<file path="src/rtl/mem_bus_pkg.sv">
// rtl/mem_bus_pkg.sv - shared encodings and constants for the memory bus arbiter
package mem_bus_pkg;

    localparam int DEF_DATA_W = 32;
    localparam int BE_W       = DEF_DATA_W / 8;

    // Latency counter covers MEM_LAT up to 7, starvation counter up to 15.
    localparam int CNT_W    = 3;
    localparam int STARVE_W = 4;

    typedef enum logic [1:0] {
        OWN_NONE = 2'd0,
        OWN_I    = 2'd1,
        OWN_D    = 2'd2
    } owner_t;

    typedef enum logic {
        ST_IDLE = 1'b0,
        ST_BUSY = 1'b1
    } state_t;

endpackage

</file>
<file path="src/rtl/mem_bus_prio.sv">
// rtl/mem_bus_prio.sv - data-first winner select with fetch starvation counter
module mem_bus_prio
    import mem_bus_pkg::*;
#(
    parameter int STARVE_MAX = 4
) (
    input  logic clk,
    input  logic rst,
    input  logic arbitrate,
    input  logic ibus_req,
    input  logic dbus_req,
    output logic grant_i,
    output logic grant_d
);

    logic [STARVE_W-1:0] starve_cnt;
    logic                starved;

    // Winner select: dbus first unless fetch has lost STARVE_MAX times in a row.
    always_comb begin
        starved = (starve_cnt == STARVE_W'(STARVE_MAX));
        grant_i = 1'b0;
        grant_d = 1'b0;
        if (arbitrate) begin
            if (dbus_req && !starved) begin
                grant_d = 1'b1;
            end else if (ibus_req) begin
                grant_i = 1'b1;
            end else if (dbus_req) begin
                grant_d = 1'b1;
            end
        end
    end

    // Count consecutive arbitrations that fetch lost; any fetch grant clears it.
    always_ff @(posedge clk) begin
        if (!rst) begin
            starve_cnt <= '0;
        end else if (grant_i) begin
            starve_cnt <= '0;
        end else if (grant_d && ibus_req && !starved) begin
            starve_cnt <= starve_cnt + STARVE_W'(1);
        end
    end

endmodule

</file>
<file path="src/rtl/mem_bus_arbiter.sv">
// rtl/mem_bus_arbiter.sv - shares one single-port memory between ibus and dbus
module mem_bus_arbiter
    import mem_bus_pkg::*;
#(
    parameter int ADDR_W     = 32,
    parameter int DATA_W     = 32,
    parameter int MEM_LAT    = 1,
    parameter int STARVE_MAX = 4
) (
    input  logic                  clk,
    input  logic                  rst,
    input  logic                  ibus_req,
    input  logic [ADDR_W-1:0]     ibus_addr,
    output logic                  ibus_gnt,
    output logic                  ibus_rvalid,
    output logic [DATA_W-1:0]     ibus_rdata,
    input  logic                  dbus_req,
    input  logic                  dbus_we,
    input  logic [ADDR_W-1:0]     dbus_addr,
    input  logic [DATA_W-1:0]     dbus_wdata,
    input  logic [DATA_W/8-1:0]   dbus_be,
    output logic                  dbus_gnt,
    output logic                  dbus_rvalid,
    output logic [DATA_W-1:0]     dbus_rdata,
    output logic                  mem_en,
    output logic                  mem_we,
    output logic [ADDR_W-1:0]     mem_addr,
    output logic [DATA_W-1:0]     mem_wdata,
    output logic [DATA_W/8-1:0]   mem_be,
    input  logic [DATA_W-1:0]     mem_rdata
);

    state_t           state, state_nxt;
    logic [CNT_W-1:0] lat_cnt, lat_cnt_nxt;
    owner_t           owner, owner_nxt;
    logic             owner_we, owner_we_nxt;

    logic rsp_cycle;
    logic arbitrate;
    logic grant_i;
    logic grant_d;

    // The response cycle doubles as an arbitration slot so grants can run back to back.
    assign rsp_cycle = rst && (state == ST_BUSY) && (lat_cnt == CNT_W'(1));
    assign arbitrate = rst && ((state == ST_IDLE) || rsp_cycle);

    mem_bus_prio #(
        .STARVE_MAX (STARVE_MAX)
    ) u_prio (
        .clk       (clk),
        .rst       (rst),
        .arbitrate (arbitrate),
        .ibus_req  (ibus_req),
        .dbus_req  (dbus_req),
        .grant_i   (grant_i),
        .grant_d   (grant_d)
    );

    // State, latency counter and response owner registers; reset drops any open access.
    always_ff @(posedge clk) begin
        if (!rst) begin
            state    <= ST_IDLE;
            lat_cnt  <= '0;
            owner    <= OWN_NONE;
            owner_we <= 1'b0;
        end else begin
            state    <= state_nxt;
            lat_cnt  <= lat_cnt_nxt;
            owner    <= owner_nxt;
            owner_we <= owner_we_nxt;
        end
    end

    // Next state: a grant always opens a new access, otherwise count down to the response.
    always_comb begin
        state_nxt    = state;
        lat_cnt_nxt  = lat_cnt;
        owner_nxt    = owner;
        owner_we_nxt = owner_we;
        if (grant_i || grant_d) begin
            state_nxt    = ST_BUSY;
            lat_cnt_nxt  = CNT_W'(MEM_LAT);
            owner_nxt    = grant_i ? OWN_I : OWN_D;
            owner_we_nxt = grant_d && dbus_we;
        end else if (state == ST_BUSY) begin
            if (rsp_cycle) begin
                state_nxt    = ST_IDLE;
                lat_cnt_nxt  = '0;
                owner_nxt    = OWN_NONE;
                owner_we_nxt = 1'b0;
            end else begin
                lat_cnt_nxt  = lat_cnt - CNT_W'(1);
            end
        end
    end

    // Outputs: grant and memory strobe from the winner, response routed to the owner.
    always_comb begin
        ibus_gnt    = grant_i;
        dbus_gnt    = grant_d;
        mem_en      = grant_i || grant_d;
        mem_we      = 1'b0;
        mem_addr    = '0;
        mem_wdata   = '0;
        mem_be      = '0;
        ibus_rvalid = 1'b0;
        ibus_rdata  = '0;
        dbus_rvalid = 1'b0;
        dbus_rdata  = '0;
        if (grant_d) begin
            mem_we    = dbus_we;
            mem_addr  = dbus_addr;
            mem_wdata = dbus_wdata;
            mem_be    = dbus_be;
        end else if (grant_i) begin
            mem_addr  = ibus_addr;
            mem_be    = '1;
        end
        if (rsp_cycle && (owner == OWN_I)) begin
            ibus_rvalid = 1'b1;
            ibus_rdata  = mem_rdata;
        end
        if (rsp_cycle && (owner == OWN_D)) begin
            dbus_rvalid = 1'b1;
            dbus_rdata  = owner_we ? '0 : mem_rdata;
        end
    end

endmodule

</file>
<file path="config.mk">
export PLATFORM = sky130hd
export DESIGN_NAME = mem_bus_arbiter
export DESIGN_NICKNAME = d
export VERILOG_FILES = /design/src/rtl/mem_bus_pkg.sv /design/src/rtl/mem_bus_prio.sv /design/src/rtl/mem_bus_arbiter.sv
export SDC_FILE = /design/constraint.sdc
export NUM_CORES = 1
export LEC_CHECK = 0
export CAP_MARGIN = 25
export CORE_AREA = 2 2 107 109
export CTS_CLUSTER_SIZE = 40
export DETAILED_ROUTE_END_ITERATION = 10
export DIE_AREA = 0 0 109 111
export HOLD_SLACK_MARGIN = 0.02
export PLACE_DENSITY = 0.62
export SKIP_LAST_GASP = 1
export SLEW_MARGIN = 20
export SYNTH_ARGS = -nofsm -noshare
export SYNTH_HDL_FRONTEND = slang
export SYNTH_SLANG_ARGS = --single-unit
</file>
<file path="constraint.sdc">
create_clock -name clk -period 3.97 [get_ports clk]
set_clock_uncertainty 0.2 [all_clocks]
set_input_delay 0.397 -clock clk [delete_from_list [all_inputs] [get_ports clk]]
set_output_delay 0.397 -clock clk [all_outputs]
set_load 0.005 [all_outputs]
</file>
== After elaboration in Yosys (flattened, before gate mapping) ==
Cells that the tools add are included.
Widths: inputs -> output; s select.

* $add $sub $neg: 2
* $mul: 0
* Div/mod/pow operators: 0
* $lt $le $gt $ge: 0
* Equal/unequal tests: 4
* Shift operators: 0
* Multiplexer cells: 31
* Bitwise gates (word level): 2
* Reduce and logical (&&, ||, !) cells: 17

{| class="wikitable"
|+ Operator list
! cell !! count
|-
| $mux 32 || 6
|-
| $mux 1 || 18
|-
| $logic_and 1x1->1 || 9
|-
| $mux 2 || 4
|-
| $mux 4 || 2
|-
| $add 4x1->4 const B || 1
|-
| $eq 4x3->1 const B || 1
|-
| $reduce_bool 2->1 || 2
|-
| $reduce_or 2->1 || 2
|-
| $eq 3x1->1 const B || 1
|-
| $mux 3 || 1
|-
| $sub 3x1->3 const B || 1
|-
| $eq 2x1->1 const B || 1
|-
| $eq 2x2->1 const B || 1
|-
| $logic_or 1x1->1 || 2
|-
| $not 1->1 || 2
|-
| $reduce_and 2->1 || 1
|-
| $logic_not 1->1 || 1
|}

* Bits in registers: 11
* Bits in latches: 0
* Bits in writable memories: 0
* ROM bits: 0
* Input port bits: 137
* Output and inout bits: 138
* Word-level logic and storage cells: 62
* Memories kept: 0

== Depth between registers and ports, before layout ==
* Depth after elaboration: 8
* Depth in mapped cells: 7
* Gate-level depth less buffers: 6

== By module ==
Synthesis repeated with hierarchy kept, for this count alone.

* Cell total of the unflattened synthesis: 230
* Area total of the unflattened synthesis: 1831.8 µm²

{| class="wikitable"
|+ By module, submodules not included
! module !! instances !! cells an instance !! area each (µm²) !! seq. area each (µm²)
|-
| mem_bus_arbiter || 1 || 199 || 1572.8 || 140.1
|-
| mem_bus_prio || 1 || 31 || 259.0 || 80.1
|}

== Worst setup path after synthesis ==
OpenSTA, ideal clock, no wires.

* Kind: register -> output
* From: register lat_cnt[1]
* To: output port dbus_rdata[10]
* Arrival time: 1.481 ns
* Data required time: 3.373 ns
* Path slack: 1.892 ns
* Stages on the path, launching flop included: 8
* Path buffers: 1
* Cells stage by stage: dfxtp_1 > inv_1 > ha_1 > nor2b_4 > nand3_2 > nor4b_4 > clkbuf_2 > and2_1

* Cells in the longest elaborated chain, start to end: 4

{| class="wikitable"
|+ Ends and longest elaborated chain
! element !! line !! source
|-
| start: declaration || mem_bus_arbiter.sv:34 || <nowiki>logic [CNT_W-1:0] lat_cnt, lat_cnt_nxt;</nowiki>
|-
| start signal: assignment || mem_bus_arbiter.sv:68 || <nowiki>lat_cnt <= lat_cnt_nxt;</nowiki>
|-
| $eq 3x1->1 || mem_bus_arbiter.sv:44 || <nowiki>assign rsp_cycle = rst && (state == ST_BUSY) && (lat_cnt == CNT_W'(1));</nowiki>
|-
| $logic_and 1x1->1 || mem_bus_arbiter.sv:44 ||
|-
| $logic_and 1x1->1 || mem_bus_arbiter.sv:123 || <nowiki>if (rsp_cycle && (owner == OWN_D)) begin</nowiki>
|-
| $mux 32 || mem_bus_arbiter.sv:123 ||
|-
| end: declaration || mem_bus_arbiter.sv:24 || <nowiki>output logic [DATA_W-1:0] dbus_rdata,</nowiki>
|}

Every way passes these cells.

== Worst setup path in the final report ==
* From: input port dbus_req
* To: output port mem_wdata[31]

* Cells in the longest elaborated chain, start to end: 5
* Elaborated cells on any way between the ends: 6
* Classes of those cells: 5 x mux; 1 x reduce/logical

{| class="wikitable"
|+ Ends and longest elaborated chain
! element !! line !! source
|-
| start: declaration || mem_bus_arbiter.sv:17 || <nowiki>input logic dbus_req,</nowiki>
|-
| $mux 1 || mem_bus_prio.sv:29 || <nowiki>end else if (dbus_req) begin</nowiki>
|-
| $mux 1 || mem_bus_prio.sv:27 || <nowiki>end else if (ibus_req) begin</nowiki>
|-
| $mux 1 (*) || mem_bus_prio.sv:25 || <nowiki>if (dbus_req && !starved) begin</nowiki>
|-
| $mux 1 (*) || mem_bus_prio.sv:24 || <nowiki>if (arbitrate) begin</nowiki>
|-
| $mux 32 (*) || mem_bus_arbiter.sv:110 || <nowiki>if (grant_d) begin</nowiki>
|-
| end: declaration || mem_bus_arbiter.sv:28 || <nowiki>output logic [DATA_W-1:0] mem_wdata,</nowiki>
|}

Mark *: on every way between the ends. The rest lies on a longest branch, timed or not.

==> impl_results.md <==
* Status: finished, final reports clean
* I/O Buffers at around 270
* Drt wl/cell at 14.0 microns
* Core ar. at 11100 sq um
* Top cells by area, synth: and2_1, a22oi_1, dfxtp_1
* Synth warn at 0
* FF+latch area at 220 sq um
* Syn Inst Count at 271
* Crit Path Max Fanout at 35
* Relative slew margins at 0.660
* Worst Path Required at 3.37 ns
* Final nets at 675
* Area grow syn2layout at 167%
* Critical Path Start: dbus_req
* CTS Hold Bufs at 0
* Detailed-route DRC error count at 0
* Max Clk Rate at 319 MHz
* Post-CTS sizing at 0
* Max Cap Viol at 0
* Fin crit share at 0.790
* Fin cells at 676
* Clk slew on worst S/H paths at 0.04 ns
* Avg Cell Area, Syn at roughly 6.5 sq um
* Seq/Total Area, Yosys at 0.125
* First-pass GRT wire length at 14200 microns
* Worst min path class: register to register
* Final GP Congestion at 0.783
* Final core occ at 0.426
* Share of the synthesized area in the top cell type at 0.351
* Die W at 109 microns
* Yosys reg bits at 11
* Cts bufs inserted at 3
* PD cells at 139 nW/um^2
* Root buf cell: clkbuf_16
* Final instance area at 4710 sq um
* RSZ-0062 raised after global routing: no
* Pins over their slew limit at 0
* Dpl cell area at 4630 sq um
* Worst R2R End: owner_we
* Worst R2R Start: u_prio.starve_cnt[0]
* Pin count of the biggest net entering global routing at 40
* Delay-heaviest family, CP: buffers and inverters
* Crit. path cell count at 6
* Pleak at 1.74 nW
* Routed WL at 9440 microns
* Final hold viol count at 0
* Critical path, cell by cell: clkdlybuf4s50_1 > o21ai_1 > nor2_1 > buf_4 > and2_1 > clkdlybuf4s50_1
* CP peak stage delay at between 0.7 and 0.8 ns
* Post-detail-place hpwl at 8100 microns
* Fin Hold WS at 0.271 ns
* Via density at ~4.3
* Fillers at 1136
* Synthesized area at 1770 sq um
* Layout cells sized above 1 at 0.0300
* Worst setup path category: input pin to output pin
* Most used cell, CP: clkdlybuf4s50_1
* CTS tree: done
* Reg2Reg Depth at 7
* Maximum vdd drop at between 0.1 and 0.15 mV
* Row cnt at 39
* Syn Nets at between 400 and 500
* Hold path depth at 2
* Clock buffer depth at 2
* Starting Density at 0.159
* # clock sinks at 11
* Vias in the first global route at 2848
* Setup repair bufs after CTS at 0
* Synth cell types at 36
* Setup crit end kind: output pin
* R2r setup slk at 2.16 ns
* Final setup TNS at 0 ns
* Htree depth at 1
* Initial DRC count at 170
* Die ar. at 12100 sq um
* N_diodes at 0
* Initial antenna violation count at 0
* CP endpoint: mem_wdata[31]
* Final min period at between 3 and 4 ns
* Multi-input gate area at 1410 sq um
* Detailed-route via count at 2891
* Worst-Margin Slew at 0.508 ns
* Clk_lat worst skew at 0.24 ns
* Placed Cells at roughly 670
* Final setup fails at 0
* ANT nets after route at 0
* Synth area leader: and2_1
* GRT Total Usage at 0.145
* Crit path max-delay cell type: clkdlybuf4s50_1
* GR Overflow Total at 0
* Buf+Inv Stages, Crit Path at 3
* Arr. time, crit path at 2.54 ns
* Startpoint Class: input pin
* Drt pass-1 iters at 4
* Chip height at 111 microns
* Ports at roughly 280
cells in the final DEF, fill, tap and decap left out, types with 2 or more instances in the layout:
cell type / count
and2_1: 99
dfxtp_1: 11
buf_4: 6
o22ai_1: 2
inv_1: 9
clkbuf_16: 3
nor3_1: 2
ha_1: 4
o21ai_0: 5
nand3_1: 5
nor2_1: 44
clkdlybuf4s50_1: 274
a22oi_1: 32
a21oi_1: 5
a21boi_0: 2
nand2_1: 8
layout make-up:
cell class                      count  share of cell area
Tap cell                          143              0.0380
Multi-Input combinational cell    229               0.300
Clock buffer                        4              0.0167
Sequential cell                    11              0.0467
Inverter                            9             0.00717
Timing Repair Buffer              280               0.591
metal layers:
layer | vias to the layer above | share of wire | global-route usage
li1 | 1426 | - | -
met1 | 1274 | 0.34 | 0.156
met2 | 181 | 0.52 | 0.279
met3 | 10 | 0.12 | 0.0335
met4 | 0 | 0.014 | 0.0291
met5 | - | 0 | 0
cell usage after synthesis:
cell type   n
o2bb2ai_1   1
nor4b_4     1
nand3_2     1
clkbuf_1    6
nand3_1     5
nand3b_1    1
a21o_1      1
o31a_1      1
nor2b_4     1
a221oi_1    1
o21ai_1     2
o21ai_0     5
o21a_1      1
a21boi_0    2
nand2_1     8
a22oi_1    32
a31oi_1     1
nor3b_2     1
a211oi_2    1
a21oi_2     1
xor2_1      1
clkbuf_2    6
dfxtp_1    11
inv_1       9
nor3b_1     1
o32ai_1     1
o22ai_1     2
nor2_1     44
nand2b_1    1
or3_1       1
and2_1     99
ha_1        4
a21oi_1     5
a22o_1      1
nor3_1      2
buf_2      10
kinds of logic after synthesis:
group,after synthesis,share of synthesized area
and+or+nand+nor,166,0.530
buffers and inverters,31,0.0772
xor gates and xnor gates,1,0.00496
AOI/OAI and AO/OA,58,0.234
DFF,11,0.125
adders and majority gates,4,0.0283
state kept, by name, indices dropped and copies added (netlist names):
signal and cells:
owner 2, owner_we 1, state 1, lat_cnt 3, u_prio.starve_cnt 4
how the worst min path moves through the flow:
stage	startpoint	to	slack [ns]
global route	owner_we	owner_we	0.30
finish	owner_we	owner_we	0.27
detailed placement	owner_we	owner_we	0.27
floorplan	owner_we	owner_we	0.26
global placement	owner_we	owner_we	0.27
CTS	owner_we	owner_we	0.28
through the flow:
| step | total power, mW | setup slack, ns |
|---|---|---|
| floorplan | 0.230 | 1.89 |
| global placement | 0.470 | 0.837 |
| detailed placement | 0.473 | 0.824 |
| CTS | 0.663 | 0.830 |
| global route | 0.699 | 0.661 |
| finish | 0.656 | 0.832 |
tightest hold or removal path: cells and delay by family (launching register included):
family / cells / cell delay (ns)
flip-flops: 1 / 0.32
buffers and inverters: 1 / 0.06
AO/OA/AOI/OAI: 1 / 0.05
where the power goes:
group | total (mW) | leakage [nW] | switching (mW) | internal, mW
clock | 0.186 | 0.0382 | 0.0512 | 0.135
combinational | 0.344 | 1.61 | 0.116 | 0.229
sequential | 0.126 | 0.0902 | 0.00838 | 0.117
No activity file was read; power rests on OpenSTA's default activity.
